--- src/rtl/alu_op_sequencer.sv ---
// Operator front-end for the small ALU: collects A, B and opcode over three load
// strobes, registers the ALU result/flags and holds them for display in SHOW.
// Optional build macro ALU_SEQ_CHAIN_EN: a load in SHOW chains res_q into A.
module alu_op_sequencer #(
  parameter int WIDTH          = 2,
  parameter int TIMEOUT_CYCLES = 1000
) (
  input  logic             clk,
  input  logic             rst_n,
  input  logic [WIDTH-1:0] sw_data,
  input  logic             load,
  input  logic             cancel,
  output logic [WIDTH-1:0] alu_a,
  output logic [WIDTH-1:0] alu_b,
  output logic [1:0]       alu_sel,
  input  logic [WIDTH-1:0] alu_result,
  input  logic             alu_z,
  input  logic             alu_c,
  input  logic             alu_v,
  input  logic             alu_s,
  output logic [WIDTH-1:0] res_q,
  output logic [3:0]       flags_q,
  output logic             res_valid,
  output logic [2:0]       state_o
);

  typedef enum logic [2:0] {
    GET_A  = 3'd0,
    GET_B  = 3'd1,
    GET_OP = 3'd2,
    EXEC   = 3'd3,
    SHOW   = 3'd4
  } state_e;

  // Counter only needs to reach TIMEOUT_CYCLES-1; a zero timeout keeps it idle.
  localparam int CNT_W = (TIMEOUT_CYCLES > 1) ? $clog2(TIMEOUT_CYCLES) : 1;
  localparam logic [CNT_W-1:0] CNT_LAST =
    CNT_W'((TIMEOUT_CYCLES > 0) ? (TIMEOUT_CYCLES - 1) : 0);
  localparam bit TIMEOUT_EN = (TIMEOUT_CYCLES > 0);

  state_e           state_q, state_d;
  logic [WIDTH-1:0] a_q, a_d;
  logic [WIDTH-1:0] b_q, b_d;
  logic [1:0]       sel_q, sel_d;
  logic [WIDTH-1:0] res_d;
  logic [3:0]       flags_d;
  logic             res_valid_q, res_valid_d;
  logic [CNT_W-1:0] cnt_q, cnt_d;
  logic             timeout_hit;

  assign timeout_hit = TIMEOUT_EN && (cnt_q == CNT_LAST);

  always_comb begin
    state_d     = state_q;
    a_d         = a_q;
    b_d         = b_q;
    sel_d       = sel_q;
    res_d       = res_q;
    flags_d     = flags_q;
    res_valid_d = res_valid_q;
    cnt_d       = '0;

    if (cancel) begin
      // Abort beats any load in the same cycle; result registers are kept.
      state_d     = GET_A;
      a_d         = '0;
      b_d         = '0;
      sel_d       = '0;
      res_valid_d = 1'b0;
    end else begin
      unique case (state_q)
        GET_A: begin
          if (load) begin
            a_d     = sw_data;
            state_d = GET_B;
          end
        end
        GET_B: begin
          if (load) begin
            b_d     = sw_data;
            state_d = GET_OP;
          end
        end
        GET_OP: begin
          if (load) begin
            sel_d   = sw_data[1:0];
            state_d = EXEC;
          end
        end
        EXEC: begin
          // ALU is combinational off a_q/b_q/sel_q, so it is settled here.
          res_d       = alu_result;
          flags_d     = {alu_z, alu_c, alu_v, alu_s};
          res_valid_d = 1'b1;
          state_d     = SHOW;
        end
        SHOW: begin
          if (load) begin
            res_valid_d = 1'b0;
`ifdef ALU_SEQ_CHAIN_EN
            a_d         = res_q;
            state_d     = GET_B;
`else
            state_d     = GET_A;
`endif
          end else if (timeout_hit) begin
            res_valid_d = 1'b0;
            state_d     = GET_A;
          end else if (TIMEOUT_EN) begin
            cnt_d = cnt_q + CNT_W'(1);
          end
        end
        default: begin
          state_d     = GET_A;
          res_valid_d = 1'b0;
        end
      endcase
    end
  end

  always_ff @(posedge clk) begin
    if (!rst_n) begin
      state_q     <= GET_A;
      a_q         <= '0;
      b_q         <= '0;
      sel_q       <= '0;
      res_q       <= '0;
      flags_q     <= '0;
      res_valid_q <= 1'b0;
      cnt_q       <= '0;
    end else begin
      state_q     <= state_d;
      a_q         <= a_d;
      b_q         <= b_d;
      sel_q       <= sel_d;
      res_q       <= res_d;
      flags_q     <= flags_d;
      res_valid_q <= res_valid_d;
      cnt_q       <= cnt_d;
    end
  end

  assign alu_a     = a_q;
  assign alu_b     = b_q;
  assign alu_sel   = sel_q;
  assign res_valid = res_valid_q;
  assign state_o   = state_q;

endmodule

--- config.mk ---
export PLATFORM = sky130hd
export DESIGN_NAME = alu_op_sequencer
export DESIGN_NICKNAME = d
export VERILOG_FILES = /design/src/rtl/alu_op_sequencer.sv
export SDC_FILE = /design/constraint.sdc
export NUM_CORES = 1
export LEC_CHECK = 0
export ABC_AREA = 1
export CAP_MARGIN = 25
export CORE_UTILIZATION = 43
export CTS_CLUSTER_DIAMETER = 40
export DETAILED_ROUTE_END_ITERATION = 10
export PLACE_DENSITY = 0.72
export SETUP_SLACK_MARGIN = 0.5
export SYNTH_ARGS = -nofsm -noshare
export SYNTH_HDL_FRONTEND = slang
export SYNTH_SLANG_ARGS = --single-unit
--- constraint.sdc ---
create_clock -name clk -period 1.17 [get_ports clk]
set_input_delay 0.2925 -clock clk [delete_from_list [all_inputs] [get_ports clk]]
set_output_delay 0.2925 -clock clk [all_outputs]
set_load 0.05 [all_outputs]
==> metrics.txt <==
# TYPE chip_impl_metric gauge
chip_impl_metric{name="dp_hpwl",unit="um"} 2050
chip_impl_info{name="root_buffer",value="sky130_fd_sc_hd__clkbuf_4"} 1
chip_impl_metric{name="number_of_nets_at_the_end_of_the_flow",unit=""} 218
chip_impl_metric{name="net_count_of_the_mapped_netlist",unit=""} 166
chip_impl_metric{name="p_leak",unit="nW"} 0.764
chip_impl_metric{name="switching_share",unit="%"} 22.8
chip_impl_metric{name="die-area",unit="mm^2"} 0.00280
chip_impl_metric{name="final.setup.worst_slack",unit="ns"} -0.0772
chip_impl_metric{name="worstPathBufferInverterCount",unit=""} 0
chip_impl_metric{name="internal_power",unit="mW"} 1.29
chip_impl_metric{name="cp.depth",unit=""} 7
chip_impl_metric{name="post_drt_via_cell_ratio",unit=""} 5.30
chip_impl_info{name="commonest_cells_after_routing_fill_and_taps_aside",value="21 x sky130_fd_sc_hd__nor2_1, 18 x sky130_fd_sc_hd__nand2_1, 18 x sky130_fd_sc_hd__dfxtp_4, 18 x sky130_fd_sc_hd__buf_12, 13 x sky130_fd_sc_hd__inv_1"} 1
chip_impl_metric{name="clkLatencyLatePin",unit="ns"} 0.33
chip_impl_info{name="r2r_end",value="state_o[0]$_SDFFE_PP0P_"} 1
chip_impl_metric{name="area_growth_syn_to_layout",unit="%"} 92.3
chip_impl_metric{name="wirelength_per_cell",unit="um"} 15.5
chip_impl_metric{name="drive_above_1_share",unit="%"} 56.9
chip_impl_metric{name="timing.reg2reg.setup_slack",unit="ns"} -0.08
chip_impl_metric{name="vdd.ir_drop.worst",unit="mV"} 0.837
chip_impl_metric{name="synth_cell_type_count",unit=""} 20
chip_impl_metric{name="grtUsageTotal",unit="%"} 24.1
chip_impl_metric{name="yosysWarningCount",unit=""} 0
chip_impl_metric{name="finalWeightedCongestion",unit=""} 0.764
chip_impl_metric{name="synth_sequential_area_ratio",unit="%"} 46.7
chip_impl_info{name="layout.cells.most_common",value="sky130_fd_sc_hd__nor2_1"} 1
chip_impl_metric{name="cts.sink_count",unit=""} 26
chip_impl_metric{name="clock_tree.buffer_depth",unit=""} 2
chip_impl_metric{name="initial_antenna_violation_count",unit=""} 0
chip_impl_metric{name="synthesis.area_per_instance",unit="um^2"} 7.29
chip_impl_metric{name="floorplan.initialDensity",unit="%"} 45.4
chip_impl_metric{name="slew_headroom",unit="%"} 79.5
chip_impl_metric{name="ctsHtreeMaxLevel",unit=""} 1
chip_impl_metric{name="seq_power_share",unit="%"} 51.9
chip_impl_metric{name="detailedRoute.firstPassIterationCount",unit=""} 5
chip_impl_info{name="critical-path-top-delay-family",value="simple AND/OR/NAND/NOR gates"} 1
chip_impl_info{name="timing.critical_path.from_type",value="flop"} 1
chip_impl_metric{name="drtIter0Drc",unit=""} 26
chip_impl_metric{name="p_clk_share",unit="%"} 37.0
chip_impl_metric{name="netSwitchingPower",unit="uW"} 382
chip_impl_metric{name="fin_setup_tns",unit="ns"} -0.582
chip_impl_metric{name="critPathArrivalTime",unit="ns"} 1.51
chip_impl_metric{name="worst_setup_hold_path_clk_slew",unit="ns"} 0.14
chip_impl_info{name="path_class",value="reg2reg"} 1
chip_impl_metric{name="totalPowerFinal",unit="mW"} 1.67
chip_impl_metric{name="worst_slew_pin_slew",unit="ns"} 0.307
chip_impl_metric{name="number_of_antenna_violating_nets_in_the_routed_design",unit=""} 0
chip_impl_metric{name="drc",unit=""} 0
chip_impl_metric{name="critPathMaxFanout",unit=""} 4
chip_impl_info{name="cts_tree",value="built"} 1
chip_impl_metric{name="synthCells",unit=""} 153
chip_impl_metric{name="grt_pass1_vias",unit=""} 1143
chip_impl_metric{name="timing.fmax",unit="MHz"} 802
chip_impl_metric{name="grt_max_degree",unit=""} 16
chip_impl_metric{name="critPathMaxStageDelay",unit="ns"} 0.39
chip_impl_metric{name="mappedNetlistArea",unit="mm^2"} 0.00111
chip_impl_info{name="timing.critical_path.mode_cell",value="sky130_fd_sc_hd__nand2_4"} 1
chip_impl_metric{name="fraction_of_the_cycle_the_final_worst_path_needs",unit="%"} 107
chip_impl_metric{name="power_density",unit="mW/mm^2"} 781
chip_impl_info{name="run_status",value="complete, but fails checks"} 1
chip_impl_metric{name="pin_count",unit=""} 28
chip_impl_metric{name="cts_buffers",unit=""} 3
chip_impl_metric{name="rr_worst_depth",unit=""} 7
chip_impl_info{name="rsz_0062_raised_after_global_routing",value="true"} 1
chip_impl_info{name="crit_end",value="state_o[0]$_SDFFE_PP0P_"} 1
chip_impl_metric{name="skew",unit="ns"} 0.00666
chip_impl_metric{name="finalHoldViolCount",unit=""} 0
chip_impl_metric{name="setup_viol_count_final",unit=""} 19
chip_impl_metric{name="antennaDiodeCount",unit=""} 0
chip_impl_metric{name="worst-endpoint-required",unit="ns"} 1.44
chip_impl_metric{name="min_delay_path_depth",unit=""} 2
chip_impl_metric{name="period_minus_slack",unit="ns"} 1.25
chip_impl_info{name="hold_class",value="reg2reg"} 1
chip_impl_metric{name="slew_viol_final",unit=""} 0
chip_impl_metric{name="grt_pass1_wl",unit="um"} 4840
chip_impl_metric{name="area_inside_the_core_boundary",unit="mm^2"} 0.00245
chip_impl_metric{name="power_frac_comb",unit="%"} 11.1
chip_impl_metric{name="synth-seq-cells",unit=""} 26
chip_impl_metric{name="totalWireLength",unit="um"} 3620
chip_impl_info{name="worstPathCellList",value="ha_4 > nand2_4 > nor2_4 > nand3_4 > nand2_4 > nand3_2 > a21oi_2"} 1
chip_impl_metric{name="fp.dieW",unit="um"} 52.9
chip_impl_metric{name="row_count",unit=""} 18
chip_impl_metric{name="total_congestion_overflow",unit=""} 0
chip_impl_info{name="timing.critical_path.from",value="cnt_q[0]$_SDFF_PP0_"} 1
chip_impl_info{name="r2r-start",value="cnt_q[0]$_SDFF_PP0_"} 1
chip_impl_metric{name="dieHeight",unit="um"} 52.9
chip_impl_metric{name="port_buffers",unit=""} 27
chip_impl_info{name="timing.critical_path.slowest_stage_cell",value="sky130_fd_sc_hd__dfxtp_4"} 1
chip_impl_info{name="violations",value="negative setup slack"} 1
chip_impl_info{name="cp-end-kind",value="flop"} 1
chip_impl_metric{name="drv_cap",unit=""} 0
chip_impl_metric{name="via_count",unit=""} 1241
per-stage QoR:
step                util, %  cells  cell area (um^2)  hold WS (ns)  setup WS (ns)
finish                 87.3    234              2140         0.494        -0.0772
global route           87.3    234              2140         0.508         -0.190
CTS                    81.0    227              1990         0.486        -0.0298
detailed placement     71.9    217              1760         0.468         -0.313
global placement       71.9    217              1760         0.460         -0.264
floorplan                 -    153              1240         0.418         0.0731
power by group through the flow:
stage / Combinational (mW) / Clock (mW) / Sequential, mW
after global routing: 0.196 / 0.653 / 0.870
after floorplan: 0.0415 / 0 / 0.912
final: 0.186 / 0.619 / 0.869
after global placement: 0.149 / 0 / 0.891
after CTS: 0.170 / 0.618 / 0.871
after detailed placement: 0.152 / 0 / 0.891
synth_stat cells:
library cell	count	share of area, %
sky130_fd_sc_hd__o21ai_0	13	5.8
sky130_fd_sc_hd__inv_1	21	7.1
sky130_fd_sc_hd__o211ai_1	1	0.67
sky130_fd_sc_hd__inv_2	3	1.0
sky130_fd_sc_hd__nand3_2	1	0.90
sky130_fd_sc_hd__nand3b_1	1	0.67
sky130_fd_sc_hd__nor2_4	2	2.0
sky130_fd_sc_hd__nand2_1	20	6.7
sky130_fd_sc_hd__a21oi_1	11	4.9
sky130_fd_sc_hd__dfxtp_1	26	47
sky130_fd_sc_hd__nand4_1	2	1.1
sky130_fd_sc_hd__or2_0	1	0.56
sky130_fd_sc_hd__nor2_1	34	11
sky130_fd_sc_hd__nand3_1	7	3.1
sky130_fd_sc_hd__nor2_2	2	1.1
sky130_fd_sc_hd__nor3_1	2	0.90
sky130_fd_sc_hd__nor3_2	3	2.7
sky130_fd_sc_hd__or2_2	1	0.56
sky130_fd_sc_hd__xor2_1	1	0.79
sky130_fd_sc_hd__ha_1	1	1.1
sequential cells by signal, indices dropped and copies added (netlist names):
register and flops:
alu_a 2, alu_b 2, cnt_q 10, res_q 2, res_valid 1, alu_sel 2, state_o 3, flags_q 4
worst min path at each step:
| stage | end | start | slack [ns] |
|---|---|---|---|
| after global placement | cnt_q[9]$_SDFF_PP0_ | cnt_q[9]$_SDFF_PP0_ | 0.46 |
| after CTS | cnt_q[9]$_SDFF_PP0_ | cnt_q[9]$_SDFF_PP0_ | 0.49 |
| after floorplan | flags_q[0]$_SDFFE_PN0P_ | rst_n | 0.42 |
| after detailed placement | cnt_q[9]$_SDFF_PP0_ | cnt_q[9]$_SDFF_PP0_ | 0.47 |
| after global routing | alu_a[0]$_SDFFE_PP0P_ | load | 0.51 |
| final | cnt_q[9]$_SDFF_PP0_ | cnt_q[9]$_SDFF_PP0_ | 0.49 |
logic make-up after synthesis:
group | synth area share (%)
AND/OR/NAND/NOR | 31.9
flip-flops | 46.7
AO/OA/AOI/OAI | 11.4
buffers and inverters | 8.08
XOR/XNOR | 0.786
adder cells (fa/ha/maj) | 1.12
repair_timing:
action	CTS	global route
resized for setup	31	36
gates cloned	1	0
setup endpoints to repair	42	42
hold buffers	0	0
pin swaps	11	12
setup buffers	5	7
metal layers:
metal / GRT usage (%) / wire [um]
met4: 9.21 / 112
met1: 28.2 / 1520
met5: 0 / 0
met2: 43.2 / 1800
met3: 4.02 / 178
layout make-up:
| cell class | instances | area [um^2] |
|---|---|---|
| clock buffer | 3 | 22.5 |
| sequential | 26 | 592 |
| tap | 30 | 37.5 |
| clock inverter | 1 | 30.0 |
| timing repair buffer | 46 | 614 |
| multi-input combinational | 104 | 744 |
| inverter | 24 | 103 |
| fill | 120 | 312 |
worst reg2reg max path: stages, from the launching register on:
cell and delay, ns:
sky130_fd_sc_hd__dfxtp_4 0.39, sky130_fd_sc_hd__ha_4 0.15, sky130_fd_sc_hd__nand2_4 0.07, sky130_fd_sc_hd__nor2_4 0.10, sky130_fd_sc_hd__nand3_4 0.12, sky130_fd_sc_hd__nand2_4 0.13
sky130_fd_sc_hd__nand3_2 0.08, sky130_fd_sc_hd__a21oi_2 0.16
Note: power is estimated with default switching activity, not from simulation.
